===== src/rtl/pulse_width_meter.sv =====
// Multi-channel pulse-width meter: per-channel synchroniser, width-counting FSM and
// one-deep holding register, merged onto a single valid/ready port by round-robin.
module pulse_width_meter #(
  parameter  int CHANNELS    = 4,
  parameter  int CNT_W       = 16,
  parameter  int SYNC_STAGES = 2,
  parameter  int MIN_WIDTH   = 1,
  parameter  int ACTIVE_HIGH = 1,
  localparam int CH_W        = (CHANNELS > 1) ? $clog2(CHANNELS) : 1
) (
  input  logic                sys_clk,
  input  logic                a_reset,
  input  logic [CHANNELS-1:0] pulse,
  input  logic [CHANNELS-1:0] ch_en,
  input  logic                res_ready,
  output logic                res_valid,
  output logic [CNT_W-1:0]    res_data,
  output logic [CH_W-1:0]     res_ch,
  output logic                res_ovf,
  output logic                res_lost
);

  typedef enum logic [1:0] {IDLE, COUNT, DONE} state_t;

  localparam logic [CNT_W-1:0] MAX_CNT    = '1;
  localparam logic [CNT_W-1:0] MIN_CNT    = CNT_W'(MIN_WIDTH);
  localparam logic             INACTIVE   = (ACTIVE_HIGH != 0) ? 1'b0 : 1'b1;
  localparam logic             SAT_AT_ONE = (CNT_W == 1);

  logic [CHANNELS-1:0] pending;
  logic [CHANNELS-1:0] lost;
  logic [CHANNELS-1:0] hold_ovf;
  logic [CHANNELS-1:0] grant;
  logic [CNT_W-1:0]    hold_data [CHANNELS];

  logic            load_out;
  logic            found;
  logic [CH_W-1:0] ptr;
  logic [CH_W-1:0] sel;
  logic [CH_W-1:0] idx;

  assign load_out = !res_valid || res_ready;

  // Search starts one past the last granted channel and wraps once around.
  always_comb begin
    found = 1'b0;
    sel   = ptr;
    idx   = '0;
    for (int k = 1; k <= CHANNELS; k++) begin
      idx = CH_W'((int'(ptr) + k) % CHANNELS);
      if (!found && pending[idx]) begin
        found = 1'b1;
        sel   = idx;
      end
    end
  end

  for (genvar gi = 0; gi < CHANNELS; gi++) begin : g_ch
    logic [SYNC_STAGES-1:0] sync;
    state_t                 state;
    logic [CNT_W-1:0]       cnt;
    logic                   ovf;
    logic                   active;
    logic                   offer;
    logic [CNT_W-1:0]       data_q;
    logic                   ovf_q;
    logic                   pend_q;
    logic                   lost_q;

    assign active   = (sync[SYNC_STAGES-1] != INACTIVE);
    assign offer    = ch_en[gi] && (state == DONE) && (cnt >= MIN_CNT);
    assign grant[gi] = load_out && found && (sel == CH_W'(gi));

    always_ff @(posedge sys_clk or posedge a_reset) begin
      if (a_reset) begin
        sync  <= {SYNC_STAGES{INACTIVE}};
        state <= IDLE;
        cnt   <= '0;
        ovf   <= 1'b0;
      end else begin
        sync <= {sync[SYNC_STAGES-2:0], pulse[gi]};
        if (!ch_en[gi]) begin
          state <= IDLE;
          cnt   <= '0;
          ovf   <= 1'b0;
        end else begin
          case (state)
            IDLE: if (active) begin
              state <= COUNT;
              cnt   <= CNT_W'(1);
              ovf   <= SAT_AT_ONE;
            end
            COUNT: if (active) begin
              if (cnt != MAX_CNT) begin
                cnt <= cnt + 1'b1;
                if (cnt == MAX_CNT - 1'b1) ovf <= 1'b1;
              end
            end else begin
              state <= DONE;
            end
            default: if (active) begin
              // A single inactive cycle is enough to separate two pulses.
              state <= COUNT;
              cnt   <= CNT_W'(1);
              ovf   <= SAT_AT_ONE;
            end else begin
              state <= IDLE;
              cnt   <= '0;
              ovf   <= 1'b0;
            end
          endcase
        end
      end
    end

    always_ff @(posedge sys_clk or posedge a_reset) begin
      if (a_reset) begin
        data_q <= '0;
        ovf_q  <= 1'b0;
        pend_q <= 1'b0;
        lost_q <= 1'b0;
      end else begin
        if (grant[gi]) begin
          pend_q <= 1'b0;
          lost_q <= 1'b0;
        end
        if (offer) begin
          if (!pend_q || grant[gi]) begin
            data_q <= cnt;
            ovf_q  <= ovf;
            pend_q <= 1'b1;
          end else begin
            lost_q <= 1'b1;
          end
        end
      end
    end

    assign pending[gi]   = pend_q;
    assign lost[gi]      = lost_q;
    assign hold_ovf[gi]  = ovf_q;
    assign hold_data[gi] = data_q;
  end

  always_ff @(posedge sys_clk or posedge a_reset) begin
    if (a_reset) begin
      res_valid <= 1'b0;
      res_data  <= '0;
      res_ch    <= '0;
      res_ovf   <= 1'b0;
      res_lost  <= 1'b0;
      ptr       <= CH_W'(CHANNELS - 1);
    end else if (load_out) begin
      if (found) begin
        res_valid <= 1'b1;
        res_data  <= hold_data[sel];
        res_ch    <= sel;
        res_ovf   <= hold_ovf[sel];
        res_lost  <= lost[sel];
        ptr       <= sel;
      end else begin
        res_valid <= 1'b0;
      end
    end
  end

endmodule


===== config.mk =====
export PLATFORM = sky130hd
export DESIGN_NAME = pulse_width_meter
export DESIGN_NICKNAME = d
export VERILOG_FILES = /design/src/rtl/pulse_width_meter.sv
export SDC_FILE = /design/constraint.sdc
export NUM_CORES = 1
export LEC_CHECK = 0
export BUFFER_PORTS_ARGS = -buffer_cell sky130_fd_sc_hd__buf_2
export CAP_MARGIN = 20
export CORE_ASPECT_RATIO = 0.8
export CORE_UTILIZATION = 60
export DETAILED_ROUTE_END_ITERATION = 12
export GPL_TIMING_DRIVEN = 0
export PLACE_DENSITY = 0.82
export SYNTH_ARGS = -nofsm -noshare
export SYNTH_HDL_FRONTEND = slang
export SYNTH_SLANG_ARGS = --single-unit

===== constraint.sdc =====
create_clock -name sys_clk -period 16.34 [get_ports sys_clk]
set_clock_uncertainty 0.05 [all_clocks]
set_input_delay 1.634 -clock sys_clk [delete_from_list [all_inputs] [get_ports sys_clk]]
set_output_delay 1.634 -clock sys_clk [all_outputs]
set_load 0.02 [all_outputs]

# Word-level counts from Yosys, hierarchy flattened
# Cells that the tools add are included.
dict set report word_totals {
  reg_bits 183
  output_inout_bits 21
}
dict set report classes {
  n_addsub 8
  mux 116
  magnitude_cmp 10
  n_reduce_logical 51
  n_eq_ne 39
  n_bitwise 1
}
# operator n
set op_table {}
lappend op_table {{16-bit 2-to-1 mux} 18}
lappend op_table {{16-bit case mux with 2 select lines} 4}
lappend op_table {{16-bit by 1-bit adder with 16-bit output, second input constant} 4}
lappend op_table {{16-bit equality test, second input constant} 4}
lappend op_table {{16-bit by 1-bit >= comparator with 1-bit output, second input constant} 4}
lappend op_table {{16-bit inequality test, second input constant} 4}
lappend op_table {{1-bit 2-to-1 mux} 63}
lappend op_table {{3-bit inequality test, second input constant} 20}
lappend op_table {{16-bit binary-select mux with 2-bit select} 1}
lappend op_table {{2-bit 2-to-1 mux} 16}
lappend op_table {{2-bit AND reduction} 9}
lappend op_table {{1-bit logical AND} 16}
lappend op_table {{2-bit case mux with 2 select lines} 4}
lappend op_table {{4-bit AND reduction} 4}
lappend op_table {{2-bit by 3-bit less-than comparator with 1-bit output, second input constant} 5}
lappend op_table {{1-bit binary-select mux with 2-bit select} 6}
lappend op_table {{2-bit equality test, second input constant} 6}
lappend op_table {{3-bit AND reduction} 4}
lappend op_table {{2-bit by 1-bit equality test with 1-bit output, second input constant} 5}
lappend op_table {{2-bit zero test} 5}
lappend op_table {{1-bit zero test} 8}
lappend op_table {{1-bit case mux with 2 select lines} 4}
lappend op_table {{1-bit logical OR} 5}
lappend op_table {{2-bit by 1-bit adder with 2-bit output, second input constant} 2}
lappend op_table {{other kinds (3)} 4}

# Logic depth before layout (Yosys ltp)
# Gate-level depths: netlist of the first run.
dict set report depth {
  depth_word 18
  mapped_depth 9
}

# Least setup slack after synthesis of the first run
# OpenSTA, ideal clock, no wires.
dict set report synth_path {
  kind {input to register}
  from {in ch_en[2]}
  to {reg g_ch[2].cnt[11]}
  stages 7
  path_buffers 2
  setup_slack_ns 13.224
  arrival_time_ns 2.934
  cell_sequence {clkbuf_1 -> nand4b_1 -> nor3_1 -> clkbuf_1 -> nand4b_1 -> xor2_1 -> nor2_1}
}
dict set report synth_between {
  elab_chain_len 2
  word_cells_on_any_way 5
  cone_classes {eq/ne: 3; mux: 1; reduce/logical: 1}
}
# element line_no
set synth_lines {}
lappend synth_lines {{from (decl)} 14} ;# input logic [CHANNELS-1:0] ch_en,
lappend synth_lines {{3-bit inequality test (no line)} --}
lappend synth_lines {{3-bit AND reduction (no line)} --}
lappend synth_lines {{to (signal assigned)} 95} ;# cnt <= cnt + 1'b1;
lappend synth_lines {{to (decl)} 61} ;# logic [CNT_W-1:0] cnt;
# Parallel ways exist; a longest one is shown, timed or not.
# A chain may end at the register's enable or synchronous reset.

# Final worst setup path of the first run
dict set report layout_path {
  from {in res_ready}
  to {reg res_data[12]}
}
dict set report layout_between {
  elab_chain_len 2
}
# element line_no
set layout_lines {}
lappend layout_lines {{from (decl)} 15} ;# input logic res_ready,
lappend layout_lines {{1-bit logical OR} 42} ;# assign load_out = !res_valid || res_ready;
lappend layout_lines {{2-bit AND reduction (no line)} --}
lappend layout_lines {{to (signal assigned)} 156} ;# res_data <= hold_data[sel];
lappend layout_lines {{to (decl)} 17} ;# output logic [CNT_W-1:0] res_data,
# Every way passes these cells.

==> metrics.txt, run 1 <==
status completed; achievable frequency 315 MHz; total wire length 23500 um; Max Cap Violations 0; Worst-Margin Slew 881 ps; Via Count 7746; Worst Setup End Kind flop; top cells by area, synth dfrtp_1, a211oi_1, nor2_1; cells after synthesis between 900 and 1000; DR DRC count 0; GP Congestion 0.887; I/O Buffers 30; H-tree depth 4; fin crit share 19.4%; Synthesized Nets approximately 960; initial antenna violation count 0; worst r2r dst g_ch[1].data_q[0]; layout cell share with drive strength beyond 1 between 10% and 20%; cell leakage power 4.53 nW; clock sink total 183; # nets final 1014; Period minus WS final 3180 ps; flops & latches, synth 183; Max clock buf depth 2; syn avg cell area 10.4 um2; Synth async-reset ratio 100%; CTS tree yes; root buf cell clkbuf_16; Post-synth EDFFs 0; final hold violations 0; top-count cell post-synth dfrtp_1; Placed Area 10200 um2; # IOs 32; Post-CTS Resized 0; setup TNS 0 ps; Register-to-Register Path Depth 8; post-synth top area share 46.6%; fin cells 1215; DRT iter0 DRCs 730; synthesis-to-finish area growth 10.8%; WP data required 16580 ps; largest net degree at the start of global routing 98; die area 16700 um2; DRT Pass-1 Iters 5; Distinct cells, synth 82; CP Max Fanout 10; Antenna diodes 0; max_slew headroom roughly two fifths; Mapped Area a little under 10000 um2; Max IR drop VDD 0.106 mV; vias in the first global route between 7000 and 8000; Worst-path clk slew approximately 70 ps; Power Density between 100 and 150 nW/um2; Die H between 100 and 150 um; global-route usage over all layers 29.9%; die width between 100 and 150 um; Post-synth top cells dfrtp_1, nor2_1, nand2_1; worst reg-to-reg setup slack 13770 ps; startpoint types input port; Initial Util 61.5%; RSZ-0062 raised after global routing false; critical path class input port to flop; Core ar. about 16000 um2; Seq/Total Area, Yosys 47.1%; # placed instances 1183; Max Slew Vio Count 0; routed vias/inst roughly 6.4; Post-CTS Setup Bufs 0; CP endpoint res_data[12]; Placement Setup Slack 12770 ps; final instance area 10800 um2; global-route wire length before repair 38200 um; Hold WC Path Type flop to flop; CP arrival 3410 ps; global route total overflow 0; final setup fails 0; Detail Route Antenna Nets 0; dpl hpwl between 15000 and 20000 um; Hold-fix buffers, CTS 0; setup slack after layout 13160 ps; Worst R2R Start g_ch[1].cnt[0]; clock latency on the worst-skew pair 440 ps; top_reg_cell synth dfrtp_1; final core occ between 60% and 70%; CP startpoint res_ready; FP Rows 41; Synth area leader dfrtp_1; CTS buffer count 17; fillers roughly 1200; Yosys warning count 0; Wirelength per Cell 19.3 um
worst min path at each step:
stage	startpoint	to	cells after the start
after global placement	g_ch[2].sync[0]	g_ch[2].sync[1]	0
after global routing	g_ch[0].sync[0]	g_ch[0].sync[1]	0
final	g_ch[2].sync[0]	g_ch[2].sync[1]	0
after CTS	g_ch[1].sync[0]	g_ch[1].sync[1]	0
after detailed placement	g_ch[1].sync[0]	g_ch[1].sync[1]	0
after floorplan	g_ch[0].sync[0]	g_ch[0].sync[1]	0
area by class of cell:
class | instances | area (um2) | area share [%]
Timing Repair Buffer | 31 | 178 | 1.65
Clock inverter | 15 | 168 | 1.56
Inverter | 28 | 113 | 1.05
Sequential cell | 183 | 4580 | 42.5
Tap cell | 215 | 269 | 2.50
Buffer | 64 | 358 | 3.32
Clock buffer | 17 | 425 | 3.95
Multi-Input combinational cell | 662 | 4680 | 43.4
layout by cell type, fill, tap and decap left out, types with 11 or more instances in the layout:
master and instances:
a21boi_0 16, nor4b_1 23, ha_1 16, nand3_1 19
nor3_1 11, inv_1 25, a21oi_1 34, o211ai_1 38
nor2_1 87, nor4_1 22, and3_1 15, mux2i_1 21
a211oi_1 44, nand2_1 73, mux2_2 26, dfrtp_1 181
o21ai_0 15, clkbuf_16 17, and4_1 11, nand4_1 25
a32o_1 18, clkbuf_1 32, buf_2 44, xnor2_1 30
cells by family (layout without fill, tap and decap cells):
logic type / count (synthesis) / after routing / synth area share [%]
AOI/OAI and AO/OA: 209 / 209 / 16.3
buffers and inverters: 92 / 155 / 4.76
and+or+nand+nor: 342 / 342 / 19.7
xor gates and xnor gates: 38 / 38 / 3.42
DFF: 183 / 183 / 47.1
adders and majority gates: 16 / 16 / 2.06
muxes: 57 / 57 / 6.72
worst max-delay path, cell delays in order:
cell	delay [ps]
buf_2	90
inv_1	40
a21oi_2	270
buf_2	320
o2111ai_4	270
a211oi_1	660
a211oi_1	120
report_power, final:
group          internal (mW)  switching (mW)  leakage (nW)  total [mW]
clock network          0.229           0.192         0.284       0.421
logic                  0.191           0.379          1.78       0.570
registers              0.504          0.0325          2.46       0.536
total                  0.924           0.603          4.53        1.53
registers in the layout, summed over array words and instances, names as in the netlist:
signal	count
g_ch.cnt	64
g_ch.data_q	64
res_data	16
g_ch.state	8
g_ch.sync	8
g_ch.lost_q	4
g_ch.ovf	4
g_ch.ovf_q	4
g_ch.pend_q	4
ptr	2
res_ch	2
res_lost	1
res_ovf	1
res_valid	1
through the flow:
step / hold slack [ps] / total power [mW]
4_1_cts: 301 / 1.52
3_3_place_gp: 283 / 1.09
6_report: 300 / 1.53
2_1_floorplan: 281 / 0.943
3_5_place_dp: 285 / 1.10
5_1_grt: 310 / 1.60
metal layers:
metal / vias to the layer above / wire length (um) / global-route usage [%]
met5: - / 0 / 0
met4: 0 / 472 / 10.3
met3: 38 / 1620 / 6.74
met2: 298 / 11000 / 45.8
met1: 3828 / 10400 / 42.2
li1: 3582 / - / -
No activity file was read; power rests on OpenSTA's default activity.
==> run 2: changes to the inputs <==
Clock period 16.34 ns to 3 ns, I/O delays scaled along.
==> metrics.txt, run 2 (synthesized netlist as in run 1, its figures left out) <==
synthesis-to-finish area growth 12.8%; Hold Startpoint res_ready; # nets final between 1000 and 1500; most frequent cells in the layout dfrtp_1, nor2_1, nand2_1, buf_2, a211oi_1; CP Max Fanout 10; RSZ-0062 raised after global routing false; Max Slew Vio Count 0; layout cell share with drive strength beyond 1 16.3%; achievable frequency 382 MHz; Die H between 100 and 150 um; routed vias/inst 6.39; die width 144 um; # placed instances 1186; internal power approximately 5.4 mW; slowest CP cell dfrtp_1; Via Count 7817; global-route wire length before repair 39700 um; most common cell after layout, fill and taps aside dfrtp_1; initial antenna violation count 0; sw frac 37.6%; Max IR drop VDD 0.550 mV; Power Density ~800 nW/um2; CTS buffer count 17; worst reg-to-reg setup slack 380 ps; max_slew headroom 35.7%; root buf cell clkbuf_16; Worst R2R Start g_ch[1].cnt[0]; Max Cap Violations 0; sequential group share of total power 33.8%; routing usage on met3 7.64%; Max stage delay on crit path between 500 and 600 ps; Initial Util 61.5%; vias in the first global route 7605; Largest regs g_ch.cnt x64, g_ch.data_q x64, res_data x16; GRT Max-Usage Layer met2; Hold WC Path Type input port to flop; cell leakage power 4.62 nW; clock latency on the worst-skew pair 430 ps; I/O Buffers 30; DRT Pass-1 Iters 5; # IOs 32; Antenna diodes 0; P_sw ~3.3 mW; Placed Area roughly 10000 um2; status completed; Register-to-Register Path Depth 8; FP Rows 41; Hold Path End res_valid; die area roughly 17000 um2; crit path cell chain inv_1 > ha_1 > nor4b_1 > nand4_1 > nand4b_1 > a21oi_2 > buf_6 > mux2_2; CTS tree yes; Core ar. 15800 um2; critical path class flop to flop; largest net degree at the start of global routing 44; final hold violations 0; fin crit share between 80% and 90%; CP arrival approximately 2900 ps; fin cells approximately 1200; Tot Pwr 8.69 mW; global-route usage over all layers 31.1%; clock sink total 183; final instance area 11000 um2; fillers 1176; GRT met1 Usage 42.6%; total wire length 24100 um; grt met2 use roughly half; Worst-path clk slew 70 ps; Clk pwr share 30.2%; dpl hpwl 16700 um; H-tree depth 4; final setup fails 0; GP Congestion between 0.8 and 0.9; DR DRC count 0; Worst Setup End Kind flop; Wirelength per Cell between 15 and 20 um; startpoint types flop; final core occ 69.4%; Period minus WS final 2620 ps; global route total overflow 0; DRT iter0 DRCs 672; hold path cells 2; WP data required 3270 ps; worst r2r dst g_ch[1].data_q[0]; Max clock buf depth 2; Detail Route Antenna Nets 0; logic gate share of total power 36.0%; Worst-Margin Slew approximately 960 ps
-- run 2: cell types whose count changed in the layout (fill, tap and decap cells not counted) --
cell           previous run  this run
clkbuf_8                  0         2
buf_12                    0         4
inv_8                     3         0
bufinv_16                 2         6
buf_16                    1         0
clkinv_2                  2         1
clkinvlp_4                3         1
dlygate4sd3_1             0         5
-- run 2: layout make-up --
type,count,area [um2],area share (%)
clock inverters,13,238,2.17
well taps,215,269,2.45
plain buffers,64,358,3.26
repair buffers,39,280,2.56
flip-flops and latches,183,4580,41.8
inverters,28,109,0.992
clock buffers,19,453,4.13
multi-input cells,662,4680,42.7
-- run 2: how the worst max path moves through the flow --
stage | slack, ps | startpoint | end | cells past startpoint
finish | 380 | g_ch[1].cnt[0] | g_ch[1].data_q[0] | 8
global route | 280 | ptr[0] | res_data[6] | 8
CTS | 440 | g_ch[1].cnt[0] | g_ch[1].data_q[0] | 8
detailed placement | 470 | g_ch[1].cnt[0] | g_ch[1].data_q[3] | 8
global placement | -780 | a_reset | g_ch[0].cnt[2] | 2
floorplan | 300 | a_reset | g_ch[0].cnt[0] | 1
-- run 2: power groups by stage --
stage | Sequential [mW] | Combinational (mW) | Clock [mW]
final | 2.93 | 3.13 | 2.62
after global routing | 2.95 | 3.37 | 2.75
after CTS | 2.93 | 3.09 | 2.65
after detailed placement | 2.97 | 3.04 | 0
after global placement | 2.96 | 2.95 | 0
after floorplan | 3.09 | 2.05 | 0
-- run 2: routing by layer --
metal	up-vias	wire (um)
met5	-	0
met4	0	624
met3	46	1690
met2	285	11200
met1	3883	10600
li1	3603	-
-- run 2: what timing repair did --
action                                 4_1_cts  5_1_grt
endpoints found under the hold margin       23        0
hold buffers                                 5        0
buffers inserted                             0        0
gates resized for setup                      0        0
-- run 2: worst max-delay path: cells and delay by family (launching register included) --
family | cells | cell delay (ps)
muxes | 1 | 350
adders and majority gates | 1 | 210
AOI/OAI and AO/OA | 1 | 470
buffers and inverters | 2 | 360
and+or+nand+nor | 3 | 490
DFF | 1 | 560
-- run 2: metrics by stage --
step	hold slack [ps]	setup TNS, ps	setup WS [ps]
2_1_floorplan	281	0	301
3_3_place_gp	283	-140090	-782
3_5_place_dp	286	0	473
4_1_cts	0.900	0	435
5_1_grt	9.11	0	278
6_report	9.04	0	383
==> run 3: changes to the inputs <==
Settings changed: CORE_UTILIZATION 60 to 30, GPL_TIMING_DRIVEN 0 to not set, PLACE_DENSITY 0.82 to 0.49.
==> metrics.txt, run 3 (synthesized netlist as in run 1, its figures left out) <==
status completed; I/O Buffers 31; WP data required ~3300 ps; most frequent cells in the layout dfrtp_1, nor2_1, nand2_1, a211oi_1, o211ai_1; routed vias/inst 5.29; # nets final 983; clock latency on the worst-skew pair 430 ps; CTS tree yes; die width 203 um; global-route wire length before repair ~42000 um; CTS buffer count 17; Core ar. 31600 um2; final hold violations 0; Power Density 758 nW/um2; Max Cap Violations 0; clock sink total 183; final setup fails 0; total wire length 25800 um; Max Slew Vio Count 0; Initial Util 30.7%; Max IR drop VDD 0.523 mV; RSZ-0062 raised after global routing false; FP Rows between 50 and 60; Antenna diodes 0; fin cells 1389; Via Count 7343; synthesis-to-finish area growth 12.9%; cell leakage power ~4.5 nW; fin crit share 86.5%; dpl hpwl 18500 um; layout cell share with drive strength beyond 1 between 10% and 20%; Detail Route Antenna Nets 0; worst hold slack 23.2 ps; setup TNS 0 ps; achievable frequency 385 MHz; Max clock buf depth 2; most common cell after layout, fill and taps aside dfrtp_1; startpoint types flop; CP startpoint g_ch[3].cnt[1]; DRT iter0 DRCs 648; Hold Startpoint res_ready; largest net degree at the start of global routing 62; Wirelength per Cell 18.6 um; vias in the first global route 7143; Worst-path clk slew around 70 ps; die area 33100 um2; Post-CTS Setup Bufs 0; # placed instances about 1400; Largest regs g_ch.cnt x64, g_ch.data_q x64, res_data x16; critical path class flop to flop; CP Max Fanout 17; Hold WC Path Type input port to flop; Die H 163 um; H-tree depth 4; CP arrival 2870 ps; Period minus WS final roughly 2600 ps; initial antenna violation count 0; Worst Setup End Kind flop; DR DRC count 0; max_slew headroom 40.1%; GP Congestion 0.817; global-route usage over all layers roughly 16%; Worst-Margin Slew 899 ps; root buf cell clkbuf_16; DRT Pass-1 Iters 5; # IOs 32; global route total overflow 0; Worst R2R Start g_ch[3].cnt[1]
## run 3: final timing paths
path	endpoint	slack, ps	cells past startpoint
max in group asynchronous	ptr[0]	1700	4
min in group asynchronous	g_ch[3].cnt[5]	420	3
worst max-delay path	g_ch[3].data_q[11]	400	7
worst max register to register	g_ch[3].data_q[11]	400	7
worst min register to register	g_ch[0].sync[1]	300	0
worst min-delay path	res_valid	20	2
## run 3: critical path, stage by stage, from the launching register on
cell	delay (ps)
dfrtp_1	490
inv_1	100
ha_1	190
nor4_1	200
nand4_1	130
nand4b_1	200
a211o_1	700
mux2_2	410
## run 3: layout make-up
type,count,area (um2)
fill,3260,20700
multi-input combinational,662,4680
sequential,183,4580
tap,420,526
clock buffer,20,457
timing repair buffer,64,457
clock inverter,12,173
inverter,28,109
## run 3: what timing repair did
| action | 4_1_cts | 5_1_grt |
|---|---|---|
| hold endpoints to repair | 22 | 0 |
| hold buffers | 5 | 0 |
| resized for setup | 0 | 0 |
## run 3: power by group
| part | internal [mW] | total, mW | switching (mW) |
|---|---|---|---|
| Sequential | 2.75 | 3.03 | 0.282 |
| Clock | 1.44 | 2.44 | 0.999 |
| Combinational | 0.981 | 2.86 | 1.88 |
| Total | 5.17 | 8.33 | 3.16 |
## run 3: stage by stage
step | worst slack, ps | instance area (um2) | util, % | power [mW]
floorplan | 301 | 9730 | - | 5.14
global placement | 410 | 10300 | 32.5 | 5.92
detailed placement | 371 | 10300 | 32.6 | 5.95
CTS | 353 | 11000 | 34.7 | 8.43
global route | 179 | 11000 | 34.7 | 8.78
finish | 404 | 11000 | 34.7 | 8.33
## run 3: metal layers
layer | up-vias | track usage [%] | part of all wire, %
li1 | 3511 | - | -
met5 | - | 0 | 0
met2 | 128 | 24.5 | 45
met3 | 13 | 2.69 | 2.9
met1 | 3691 | 24.5 | 51
met4 | 0 | 3.42 | 0.80
